--- src/rtl/rca_bist.sv ---
// Built-in self-test for a ripple carry adder: sweeps every {c_in,a,b} vector,
// checks {c_out,sum} against a behavioural sum, reports error count and first failure.
module rca_bist #(
  parameter int unsigned WIDTH = 4
) (
  input  logic                 clk,
  input  logic                 rst,
  input  logic                 start,
  output logic [WIDTH-1:0]     a,
  output logic [WIDTH-1:0]     b,
  output logic                 c_in,
  input  logic [WIDTH-1:0]     sum,
  input  logic                 c_out,
  output logic                 busy,
  output logic                 done,
  output logic                 pass,
  output logic [2*WIDTH+1:0]   err_count,
  output logic [2*WIDTH:0]     fail_vec
);

  localparam int unsigned VW = 2 * WIDTH + 1;
  localparam int unsigned CW = 2 * WIDTH + 2;
  localparam int unsigned RW = WIDTH + 1;

  typedef enum logic [1:0] {
    IDLE   = 2'd0,
    SETTLE = 2'd1,
    CHECK  = 2'd2,
    DONE   = 2'd3
  } state_t;

  state_t         state;
  logic [VW-1:0]  v;
  logic [RW-1:0]  expected_c;
  logic           mismatch_c;
  logic           last_c;

  // Vector register drives the adder directly; b is the fastest-moving field.
  assign {c_in, a, b} = v;

  assign expected_c = RW'(a) + RW'(b) + RW'(c_in);
  assign mismatch_c = (expected_c != {c_out, sum});
  assign last_c     = &v;

  always_ff @(posedge clk) begin
    if (rst) begin
      state     <= IDLE;
      v         <= '0;
      busy      <= 1'b0;
      done      <= 1'b0;
      pass      <= 1'b0;
      err_count <= '0;
      fail_vec  <= '0;
    end else begin
      case (state)
        IDLE, DONE: begin
          if (start) begin
            v         <= '0;
            err_count <= '0;
            fail_vec  <= '0;
            busy      <= 1'b1;
            done      <= 1'b0;
            pass      <= 1'b0;
            state     <= SETTLE;
          end
        end
        SETTLE: begin
          state <= CHECK;
        end
        CHECK: begin
          // Vector count bounds err_count, so the increment cannot wrap.
          if (mismatch_c) begin
            err_count <= err_count + CW'(1);
            if (err_count == '0) begin
              fail_vec <= v;
            end
          end
          if (last_c) begin
            busy  <= 1'b0;
            done  <= 1'b1;
            pass  <= (err_count == '0) && !mismatch_c;
            state <= DONE;
          end else begin
            v     <= v + VW'(1);
            state <= SETTLE;
          end
        end
        default: begin
          state <= IDLE;
        end
      endcase
    end
  end

endmodule

--- config.mk ---
export PLATFORM = sky130hd
export DESIGN_NAME = rca_bist
export DESIGN_NICKNAME = d
export VERILOG_FILES = /design/src/rtl/rca_bist.sv
export SDC_FILE = /design/constraint.sdc
export NUM_CORES = 1
export LEC_CHECK = 0
export BUFFER_PORTS_ARGS = -buffer_cell sky130_fd_sc_hd__buf_2
export CORE_MARGIN = 2
export CORE_UTILIZATION = 27
export CTS_CLUSTER_DIAMETER = 30
export CTS_CLUSTER_SIZE = 40
export DETAILED_ROUTE_END_ITERATION = 7
export PLACE_DENSITY = 0.41
export SYNTH_ARGS = -nofsm -noshare
export SYNTH_HDL_FRONTEND = slang
export SYNTH_SLANG_ARGS = --single-unit
--- constraint.sdc ---
create_clock -name clk -period 3.3 [get_ports clk]
set_input_delay 0 -clock clk [delete_from_list [all_inputs] [get_ports clk]]
set_output_delay 0 -clock clk [all_outputs]
set_load 0.01 [all_outputs]
==> key figures <==
Timing
  • Final setup viols: 0
  • Tcrit/Tclk final: 0.836
  • Unrepaired setup endpoints after global routing: false
  • Max_slew headroom: 0.656
  • Post-Route Skew: 0.00920 ns
  • Final Hold Viols: 0
  • Setup TNS: 0 ns
  • Fin. max-slew vios: 0
  • Worst-Margin Slew: 0.516 ns
  • Maximum clock frequency: 362 MHz
  • Min cycle time layout: 2.76 ns

Hold path
  • Hold Path Class: in2reg

Place
  • IO buf count: 38
  • Dpl hpwl: 3480 microns
  • Placed cells: 347
  • Final GP Congestion: 0.794

Logic synthesis
  • Syn Inst Count: 216
  • Top_reg_cell synth: dfxtp_1
  • Syn Area/Cell: 8.86 sq um
  • Main combinational cell family by area after synthesis: compound AO/OA/AOI/OAI gates
  • Top cells by area, synth: dfxtp_1 35%, ha_1 6.5%, o22ai_2 5.9%, nand2_1 5.3%, a21oi_1 4.7%
  • Compound-gate portion of the synthesized area: 0.216
  • Post-synthesis sequential area ratio: 0.345
  • Post-Synth Simple-Gate Area: 0.201
  • Unique cell type count in the Yosys netlist: 43
  • Adder-cell share of the synthesized area: 0.0863
  • Synth area leader: dfxtp_1
  • Most frequent cell after synthesis: dfxtp_1
  • Net Count, Synth: 236
  • Synthesized flop and latch total: 33
  • Synth async-reset ratio: 0
  • Post-synthesis mux area share: 0.0262
  • Mapped cell area: 1910 sq um
  • EDFF count, synth: 0
  • Top post-synthesis cells by count: 33 x dfxtp_1, 27 x nand2_1, 23 x inv_1, 18 x a21oi_1, 11 x nor2_1
  • Yosys warning total: 0
  • Top cell type's share of synthesized area: 0.345
  • XOR/XNOR share of the synthesized area: 0.0569

Clock tree
  • CTS tree: built
  • Root buf cell: clkbuf_8
  • Reg clk slew, reported paths: 0.08 ns
  • PostCTS Resize Cnt: 0
  • H-tree Lvls: 2
  • Setup Buffers After CTS: 0
  • Num CTS Buffers: 5
  • Cts hold-fix bufs: 0
  • Worst-skew pair later-pin latency: 0.29 ns
  • Clock Path Buffers: 2
  • Clock Sinks: 33

Detailed routing
  • WL final: 4730 microns
  • DRC Markers: 0
  • Via count: 1585
  • Initial DRT Pass Iterations: 4
  • Avg Vias per Cell: 4.46
  • Final ANT Viol Nets: 0
  • 1st-iter DRT viols: 69
  • WL/cell: 13.3 microns

Finish
  • Area grow syn2layout: 22.6%
  • N_diodes: 0
  • Final #Nets: 278
  • Share of cells above drive strength 1: 0.266
  • Area of the multi-input gates: 1120 sq um
  • Register area: 661 sq um
  • Fillers: 752
  • Layout Cells excl Fill: 355

Pwr
  • Logic pwr share: 0.318
  • Total power: 1.34 mW
  • Sw power: 0.472 mW
  • Power Density: 571 nW/um^2
  • Seq pwr share: 0.333
  • Clk pwr share: 0.349
  • Leak: 0.915 nW
  • Peak VDD IR: 0.254 mV
  • Sw Share: 0.352
  • Internal power: 0.867 mW

GRT
  • Largest net degree at the start of global routing: 17
  • Grt ovf: 0
  • Vias in the first global route: 1506
  • Global-route wire length before repair: 7680 microns
  • Initial antenna violation count: 0
  • GRT Overall Usage: 0.131

Die
  • Starting Density: 0.280
  • Die width: 88.2 microns
  • Total core area: 6830 sq um
  • Die footprint: 7770 sq um
  • Io pins: 39
  • FP Rows: 30
  • Die Ht: 88.2 microns

Worst setup path
  • Worst path top cell family by delay: adder cells
  • Critical Path Source Type: flop
  • Worst endpoint required time: 3.45 ns
  • Worst Path Arrival: 2.91 ns
  • CP Max Fanout: 9
  • Worst Path Buf+Inv: 0
  • CP Class: reg2reg
  • Slowest stage delay, CP: 0.48 ns
  • Max stage delay cell, worst path: a211o_1
  • CP Capture Type: flop
  • Crit path cell chain: fa_1 -> fa_1 -> xnor3_1 -> nand4_1 -> nor3_4 -> a211o_1 -> o22ai_2
  • Most frequent CP cell: fa_1

Run status
  • Status: complete, no violations

Run
  • Max Cap Viol: 0
==> layout by cell type, fill, tap and decap left out, drive strengths merged, types with 3 or more instances in the layout <==
| cell type | synthesis | layout |
|---|---|---|
| a2111o | 5 | 5 |
| a211oi | 3 | 3 |
| a21oi | 20 | 20 |
| buf | 3 | 42 |
| clkbuf | 4 | 5 |
| dfxtp | 33 | 33 |
| ha | 10 | 10 |
| inv | 23 | 23 |
| mux2i | 5 | 5 |
| nand2 | 27 | 27 |
| nand2b | 9 | 9 |
| nand3 | 8 | 8 |
| nand4 | 6 | 6 |
| nor2 | 12 | 12 |
| nor3 | 6 | 6 |
| o21ai | 6 | 6 |
| o22ai | 10 | 10 |
| xnor2 | 7 | 7 |
==> state kept, by name, indices dropped and copies added, names as in the netlist <==
name,flops
v,9
err_count,10
done,1
fail_vec,9
busy,1
state,2
pass,1
==> power by group through the flow <==
stage	Sequential, mW	Combinational (mW)	Clock [mW]
4_1_cts	0.447	0.437	0.480
6_report	0.446	0.426	0.467
3_3_place_gp	0.456	0.436	0
3_5_place_dp	0.457	0.434	0
2_1_floorplan	0.458	0.302	0
5_1_grt	0.450	0.481	0.496
==> metal layers <==
layer	share of wire	vias up	GRT usage
met5	0	-	0
met4	0.014	0	0.0413
met3	0.045	6	0.0349
met2	0.42	28	0.189
met1	0.52	714	0.188
li1	-	837	-
==> path summary, 6_finish.rpt <==
path                      end  cells past startpoint         from  slack, ns
setup / recovery  fail_vec[2]                      7         v[0]       0.54
hold / removal           busy                      2          rst       0.04
setup reg to reg  fail_vec[2]                      7         v[0]       0.54
hold reg to reg   fail_vec[7]                      2  fail_vec[7]       0.48
==> stage by stage <==
step	hold slack [ns]	area [sq um]	util	worst slack, ns
after floorplan	0.204	1910	-	0.685
after global placement	0.349	2210	0.324	0.612
after detailed placement	0.359	2210	0.324	0.554
after CTS	0.0490	2340	0.343	0.524
after global routing	0.0598	2340	0.343	0.372
final	0.0445	2340	0.343	0.540
==> final cells by class <==
type,count,area share
Inverter,23,0.0368
Clock buffer,5,0.0293
Clock inverter,3,0.0277
Sequential cell,33,0.282
Timing Repair Buffer,42,0.0939
Tap cell,96,0.0512
Multi-Input combinational cell,153,0.479
==> kinds of logic (layout without fill, tap and decap cells) <==
| group | after synthesis | after routing |
|---|---|---|
| adder cells (fa/ha/maj) | 12 | 12 |
| multiplexers | 5 | 5 |
| AO/OA/AOI/OAI | 50 | 50 |
| AND/OR/NAND/NOR | 76 | 76 |
| buffers and inverters | 30 | 73 |
| flip-flops | 33 | 33 |
| XOR/XNOR | 10 | 10 |
No activity file was read; power rests on OpenSTA's default activity.
